`src/rtl/cpu_sequencer.sv`:
```
// -----------------------------------------------------------------------------
// cpu_sequencer
//   Multi-cycle control sequencer for a tiny accumulator CPU. It fetches 16-bit
//   instructions (opcode [15:12], operand [11:0]) from a synchronous RAM with a
//   one-cycle read latency, sequences LOAD/STORE/ALU/branch/immediate
//   instructions through a fixed state machine, and drives an external ALU.
//
// Ports
//   clk, rst        rising-edge clock, synchronous active-high reset
//   start           one-cycle pulse, begins execution from PC in IDLE/HALT
//   mem_addr        RAM address (MAR)
//   mem_data_out    RAM write data (AC while writing, zero otherwise)
//   mem_data_in     RAM read data, valid the cycle after a read strobe
//   mem_cs/we/oe    RAM chip select, write enable, output enable
//   alu_a, alu_b    ALU operands (AC, MBR)
//   alu_sel         ALU op: 00 add, 01 sub, 10 and, 11 or
//   alu_out         ALU result
//   pc, ac          current program counter and accumulator
//   busy            high in every state except IDLE and HALT
//   halted          high in HALT
//   illegal         sticky illegal-opcode flag, cleared by reset or restart
// -----------------------------------------------------------------------------
module cpu_sequencer #(
    parameter int          ADDR_WIDTH = 18,
    parameter int          DATA_WIDTH = 16,
    parameter logic [15:0] RESET_PC   = 16'h0100
) (
    input  logic                  clk,
    input  logic                  rst,
    input  logic                  start,
    output logic [ADDR_WIDTH-1:0] mem_addr,
    output logic [DATA_WIDTH-1:0] mem_data_out,
    input  logic [DATA_WIDTH-1:0] mem_data_in,
    output logic                  mem_cs,
    output logic                  mem_we,
    output logic                  mem_oe,
    output logic [DATA_WIDTH-1:0] alu_a,
    output logic [DATA_WIDTH-1:0] alu_b,
    output logic [1:0]            alu_sel,
    input  logic [DATA_WIDTH-1:0] alu_out,
    output logic [15:0]           pc,
    output logic [15:0]           ac,
    output logic                  busy,
    output logic                  halted,
    output logic                  illegal
);

    localparam logic [3:0] S_IDLE       = 4'd0;
    localparam logic [3:0] S_FETCH      = 4'd1;
    localparam logic [3:0] S_FETCH_WAIT = 4'd2;
    localparam logic [3:0] S_DECODE     = 4'd3;
    localparam logic [3:0] S_MEM_RD     = 4'd4;
    localparam logic [3:0] S_MEM_WAIT   = 4'd5;
    localparam logic [3:0] S_EXEC       = 4'd6;
    localparam logic [3:0] S_MEM_WR     = 4'd7;
    localparam logic [3:0] S_HALT       = 4'd8;

    localparam logic [3:0] OP_NOP   = 4'h0;
    localparam logic [3:0] OP_LOAD  = 4'h1;
    localparam logic [3:0] OP_STORE = 4'h2;
    localparam logic [3:0] OP_ADD   = 4'h3;
    localparam logic [3:0] OP_SUB   = 4'h4;
    localparam logic [3:0] OP_AND   = 4'h5;
    localparam logic [3:0] OP_OR    = 4'h6;
    localparam logic [3:0] OP_JMP   = 4'h7;
    localparam logic [3:0] OP_JZ    = 4'h8;
    localparam logic [3:0] OP_LDI   = 4'h9;
    localparam logic [3:0] OP_HALT  = 4'hF;

    logic [3:0]            state_q, state_d;
    logic [15:0]           pc_q, pc_d;
    logic [15:0]           ir_q, ir_d;
    logic [DATA_WIDTH-1:0] mbr_q, mbr_d;
    logic [DATA_WIDTH-1:0] ac_q, ac_d;
    logic [ADDR_WIDTH-1:0] mar_q, mar_d;
    logic                  illegal_q, illegal_d;

    logic [3:0]  opcode;
    logic [11:0] operand;
    logic        strobe_rd;
    logic        strobe_wr;

    assign opcode  = ir_q[15:12];
    assign operand = ir_q[11:0];

    always_comb begin
        state_d   = state_q;
        pc_d      = pc_q;
        ir_d      = ir_q;
        mbr_d     = mbr_q;
        ac_d      = ac_q;
        mar_d     = mar_q;
        illegal_d = illegal_q;

        case (state_q)
            S_IDLE: begin
                if (start) state_d = S_FETCH;
            end
            S_FETCH: begin
                state_d = S_FETCH_WAIT;
            end
            S_FETCH_WAIT: begin
                ir_d    = 16'(mem_data_in);
                pc_d    = pc_q + 16'd2;
                state_d = S_DECODE;
            end
            S_DECODE: begin
                case (opcode)
                    OP_NOP:   state_d = S_FETCH;
                    OP_LOAD, OP_ADD, OP_SUB, OP_AND, OP_OR:
                              state_d = S_MEM_RD;
                    OP_STORE: state_d = S_MEM_WR;
                    OP_JMP: begin
                        pc_d    = {4'h0, operand};
                        state_d = S_FETCH;
                    end
                    OP_JZ: begin
                        // Not taken leaves PC at the already incremented value.
                        if (ac_q == '0) pc_d = {4'h0, operand};
                        state_d = S_FETCH;
                    end
                    OP_LDI: begin
                        ac_d    = DATA_WIDTH'(operand);
                        state_d = S_FETCH;
                    end
                    OP_HALT:  state_d = S_HALT;
                    default: begin
                        illegal_d = 1'b1;
                        state_d   = S_HALT;
                    end
                endcase
            end
            S_MEM_RD: begin
                state_d = S_MEM_WAIT;
            end
            S_MEM_WAIT: begin
                mbr_d   = mem_data_in;
                state_d = S_EXEC;
            end
            S_EXEC: begin
                ac_d    = (opcode == OP_LOAD) ? mbr_q : alu_out;
                state_d = S_FETCH;
            end
            S_MEM_WR: begin
                state_d = S_FETCH;
            end
            S_HALT: begin
                if (start) begin
                    illegal_d = 1'b0;
                    state_d   = S_FETCH;
                end
            end
            default: state_d = S_IDLE;
        endcase

        // MAR is loaded on entry to any strobing state so the address is
        // stable for the whole strobe cycle.
        if (state_d == S_FETCH) begin
            mar_d = ADDR_WIDTH'(pc_d);
        end else if (state_d == S_MEM_RD || state_d == S_MEM_WR) begin
            mar_d = ADDR_WIDTH'(operand);
        end
    end

    always_ff @(posedge clk) begin
        if (rst) begin
            state_q   <= S_IDLE;
            pc_q      <= RESET_PC;
            ir_q      <= '0;
            mbr_q     <= '0;
            ac_q      <= '0;
            mar_q     <= '0;
            illegal_q <= 1'b0;
        end else begin
            state_q   <= state_d;
            pc_q      <= pc_d;
            ir_q      <= ir_d;
            mbr_q     <= mbr_d;
            ac_q      <= ac_d;
            mar_q     <= mar_d;
            illegal_q <= illegal_d;
        end
    end

    // Strobes are masked by rst so a write coinciding with a reset edge never
    // reaches the RAM.
    assign strobe_rd    = (state_q == S_FETCH) || (state_q == S_MEM_RD);
    assign strobe_wr    = (state_q == S_MEM_WR);
    assign mem_cs       = (strobe_rd || strobe_wr) && !rst;
    assign mem_oe       = strobe_rd && !rst;
    assign mem_we       = strobe_wr && !rst;
    assign mem_data_out = mem_we ? ac_q : '0;
    assign mem_addr     = mar_q;

    // ADD/SUB/AND/OR are consecutive opcodes, so the select is opcode-3.
    always_comb begin
        alu_sel = 2'b00;
        if (opcode >= OP_ADD && opcode <= OP_OR) alu_sel = 2'(opcode - OP_ADD);
    end

    assign alu_a   = ac_q;
    assign alu_b   = mbr_q;
    assign pc      = pc_q;
    assign ac      = 16'(ac_q);
    assign busy    = (state_q != S_IDLE) && (state_q != S_HALT);
    assign halted  = (state_q == S_HALT);
    assign illegal = illegal_q;

endmodule

```
`config.mk`:
```
export PLATFORM = sky130hd
export DESIGN_NAME = cpu_sequencer
export DESIGN_NICKNAME = d
export VERILOG_FILES = /design/src/rtl/cpu_sequencer.sv
export SDC_FILE = /design/constraint.sdc
export NUM_CORES = 1
export LEC_CHECK = 0
export BUFFER_PORTS_ARGS = -buffer_cell sky130_fd_sc_hd__buf_2
export CELL_PAD_IN_SITES_DETAIL_PLACEMENT = 1
export CELL_PAD_IN_SITES_GLOBAL_PLACEMENT = 1
export CORE_MARGIN = 4
export CORE_UTILIZATION = 38
export CTS_BUF_LIST = sky130_fd_sc_hd__clkbuf_4 sky130_fd_sc_hd__clkbuf_8
export DETAILED_ROUTE_END_ITERATION = 10
export GPL_ROUTABILITY_DRIVEN = 1
export PLACE_DENSITY = 0.92
export SYNTH_ARGS = -nofsm -noshare
export SYNTH_HDL_FRONTEND = slang
export SYNTH_SLANG_ARGS = --single-unit
```
`constraint.sdc`:
```
create_clock -name clk -period 2.7 [get_ports clk]
set_clock_uncertainty 0.2 [all_clocks]
set_input_delay 0 -clock clk [delete_from_list [all_inputs] [get_ports clk]]
set_output_delay 0 -clock clk [all_outputs]
set_load 0.01 [all_outputs]
```
==> summary.md <==
The run finished with clean final reports. Once detail routing completed, the nets flagged for antenna violations numbered 0. The tools report the source of the worst register-to-register timing path as ir_q[13]. The overall routing resource usage is 0.2660, and the count of TritonRoute iterations in the first routing pass is 5. At the end of routability-driven placement, the weighted congestion stood at 0.8719.

The most used flip-flop cell after synthesis is sky130_fd_sc_hd__dfxtp_1. The largest stage delay on the critical path works out to 0.40 ns. Mean area per synthesized cell: 8.081 um2. The cell type of the slowest stage on the worst timing path was sky130_fd_sc_hd__a221o_1. The routed design could run at a clock period as short as 2.651 ns. The kind of critical path was reg -> reg.

The logs give 27410 um for the global-route wire length before repair and 0.001858 W for the cell-internal power. The number of global-route vias before repair was 5075. Across all register-to-register paths, the minimum setup slack is 0.05 ns. The fraction of power consumed by sequential logic is 0.485, and the overall power is 0.002773 W.

The count of final hold-check violations was 0. The most frequent cell after synthesis was sky130_fd_sc_hd__nand2_1. Clock-pin slew was measured on the worst setup and hold paths at 0.11 ns.

The largest area contributor in the netlist was sky130_fd_sc_hd__dfxtp_1. In this run, CTS created clock tree buffers numbering 9. The worst setup path is launched from a flop. Counting tap cells, the placed design contains a total of 784 instances. Dividing total power by cell area gives a power density of 491.4 nW/um2.

Yosys attributes the largest share of cell area to sky130_fd_sc_hd__dfxtp_1, sky130_fd_sc_hd__a21oi_1, sky130_fd_sc_hd__nand2_1. Along the worst path, the maximum fanout reaches 14. Traced cell by cell, the critical path runs through inv_1 > ha_1 > nor3b_2 > nor2b_1 > a21oi_4 > a221o_1 > nand3_1 > o211ai_1.

CTS saw 85 sinks. The final cycle utilization of the critical path works out to 0.9820. Summed over all nets, the half-perimeter wirelength after detailed placement is 11570 um.

The worst min-delay path class was in -> reg. Global routing finished with a remaining overflow of 0. The critical path crosses 8 cells after its start point. The initial antenna violation count was 0; the fraction of power spent switching nets was 0.3297. The worst-margin pin slew is 0.8458 ns, and the power dissipated by switching net loads is 0.0009143 W.

The logs give 0.3963 for the starting density of the core and 60 for the number of distinct library cell variants in the gate-level netlist after synthesis. The layout has 1365 filler cells. The endpoint identified for the worst register-to-register timing path is mem_addr[10]. The worst-case IR drop observed on VDD is 0.2642 mV. The share of total power in combinational logic is 0.184, and the count of input and output buffers is 138. The maximum achievable frequency is 0.3772 GHz. After floorplanning, the core was sized to cover 11030 um2. In this run the clock root is driven by a sky130_fd_sc_hd__clkbuf_8. The count of mapped cells out of synthesis was 541. Endpoint of the worst hold path: ac[7]. Measured along the x axis, the die boundary spans 115.3 um.

Max-cap violations in this run came to 0. The area growth from synthesis to layout is 29.08%. The average wire per cell in the routed design came out at 22.21 um. Counting flops and latches in the post-synthesis netlist gives 85.

After floorplanning, the core was divided into 38 placement rows. Startpoint of the worst hold path: alu_out[7]. The tools report the max-slew headroom at the worst pin as 0.4355.

For the minimum setup slack in the final design, the log shows 0.04870 ns. The final core utilization was 0.5116. Number of pins with negative max-slew slack in the final report: 0.

TritonCTS built the clock tree. Wires add up to 18530 um. Entering global routing, the biggest net connects 42 pins. The length in cells of the worst reg-to-reg path was 8. The sum of negative setup slack was 0 ns; the maximum clock insertion buffer count was 2. 0 antenna diodes ended up in the layout. The number of buffer and inverter stages on the critical path was 1; the post-placement setup slack was -0.2688 ns. The detailed-route DRC error count is 0. The cell family with the largest share of critical-path delay is simple AND/OR/NAND/NOR gates.

For this block, the via count after detailed routing is 4879. Number of enable flip-flop cells after synthesis: 0. Count of non-filler cells in the finished layout: 834. The die boundary height is 115.3 um, and the async set-or-reset flop fraction in the synthesized netlist is 0. The H-tree was split into 3 levels. The final layout contains 729 nets. The part of the total power dissipated in the clock network was 0.331; the static leakage was 2.368 nW.

The share of cells above drive strength 1 was 0.2867. Element type at the critical path end: a flop. The area share of the largest cell type after synthesis came out at 0.3892. For this run, the number of Yosys warnings is 0. Counting instances in the post-synthesis netlist gives the leading cell types as sky130_fd_sc_hd__nand2_1, sky130_fd_sc_hd__dfxtp_1, sky130_fd_sc_hd__a21oi_1. For the area of the die, the log shows 13280 um2.

During I/O placement, the number of pins put on the boundary was 141. The data required time at the worst endpoint is 2.73 ns. The run gives 368 as the first-iteration detailed-routing DRC count.

STA puts the critical path data arrival time at 2.69 ns. The run gives 0 as the total setup violations reported at the end of the flow. Along the worst hold path, the cell count comes to 5.

The cell area that synthesis handed to floorplanning was 4372 um2. The later pin in the worst-skew pair is clocked with a latency of 0.40 ns. The routed via count divided by cell count was 5.850; the part of the Yosys area used for sequential elements was 0.3892.
through the flow:
stage	hold WS, ns	instance area (um2)
final	0.05047	5643
after global routing	0.04741	5643
after CTS	0.01574	5577
after detailed placement	0.06443	5070
after global placement	0.05369	5070
after floorplan	-0.06403	4375
logic make-up (layout without fill, tap and decap cells):
family | after synthesis | in the layout | synth area share
AOI/OAI and AO/OA | 142 | 142 | 0.2135
buffers and inverters | 60 | 212 | 0.07584
other | 1 | 2 | 0.0008578
muxes | 20 | 20 | 0.04694
and+or+nand+nor | 225 | 225 | 0.2533
xor gates and xnor gates | 3 | 3 | 0.006011
DFF | 85 | 85 | 0.3892
adders and majority gates | 5 | 5 | 0.01431
power by group through the flow:
stage                     Combinational [W]  Clock, W  Sequential [W]
after detailed placement           0.000432         0         0.00137
final                              0.000509  0.000919         0.00135
after global placement             0.000413         0         0.00136
after CTS                          0.000474  0.000890         0.00134
after global routing               0.000543  0.000965         0.00135
after floorplan                    0.000297         0         0.00135
layer usage:
layer  up-vias  global-route usage  share of wire
li1       2174                   -              -
met4         0              0.1518          0.050
met2       238              0.4745           0.51
met3        79             0.05211          0.060
met1      2388              0.2932           0.38
met5         -                   0              0
cell usage in the layout (no fill, tap or decap), types with 10 or more instances in the layout:
cell,synthesis,layout
sky130_fd_sc_hd__buf_2,10,138
sky130_fd_sc_hd__clkbuf_8,0,10
sky130_fd_sc_hd__mux2i_1,16,16
sky130_fd_sc_hd__nand2_1,87,87
sky130_fd_sc_hd__buf_4,19,16
sky130_fd_sc_hd__a21oi_1,70,68
sky130_fd_sc_hd__dlygate4sd3_1,0,32
sky130_fd_sc_hd__nor2_1,59,57
sky130_fd_sc_hd__dfxtp_1,85,84
sky130_fd_sc_hd__o21ai_0,10,10
sky130_fd_sc_hd__and2_1,22,22
sky130_fd_sc_hd__a221o_1,11,11
sky130_fd_sc_hd__a211oi_1,13,13
tightest hold or removal path, cell delays in order:
cell	delay [ns]
sky130_fd_sc_hd__buf_2	0.10
sky130_fd_sc_hd__mux2i_1	0.17
sky130_fd_sc_hd__a211oi_1	0.12
sky130_fd_sc_hd__a21oi_1	0.12
sky130_fd_sc_hd__nor2_1	0.09
registers in the layout, summed over array words and instances (netlist names):
name,count
ac,16
alu_b,16
ir_q,16
mem_addr,16
pc,16
state_q,4
illegal,1
cell type report:
type                            count  area [um2]  share of cell area
Clock buffer                       10       137.6             0.02439
Multi-Input combinational cell    397        2397              0.4248
Tap cell                          140       175.2             0.03104
Inverter                            9       33.78            0.005987
Clock inverter                      6       45.04            0.007982
Timing Repair Buffer              187        1151              0.2040
Sequential cell                    85        1703              0.3018
what timing repair did:
item | 4_1_cts | 5_1_grt
pin swaps | 1 | 3
gates resized for setup | 1 | 10
setup endpoints to repair | 27 | 15
hold buffers | 32 | 0
hold endpoints to repair | 60 | 0
buffers inserted | 0 | 2
worst max-delay path by stage:
stage / startpoint / to / slack (ns)
after floorplan: ir_q[13] / mem_addr[4] / 0.32
after global placement: ir_q[12] / mem_addr[6] / -0.03
after detailed placement: ir_q[12] / mem_addr[3] / -0.27
after CTS: ir_q[13] / mem_addr[9] / 0.004
after global routing: ir_q[13] / mem_addr[9] / -0.06
final: ir_q[13] / mem_addr[10] / 0.05
Note: power is estimated with default switching activity, not from simulation.
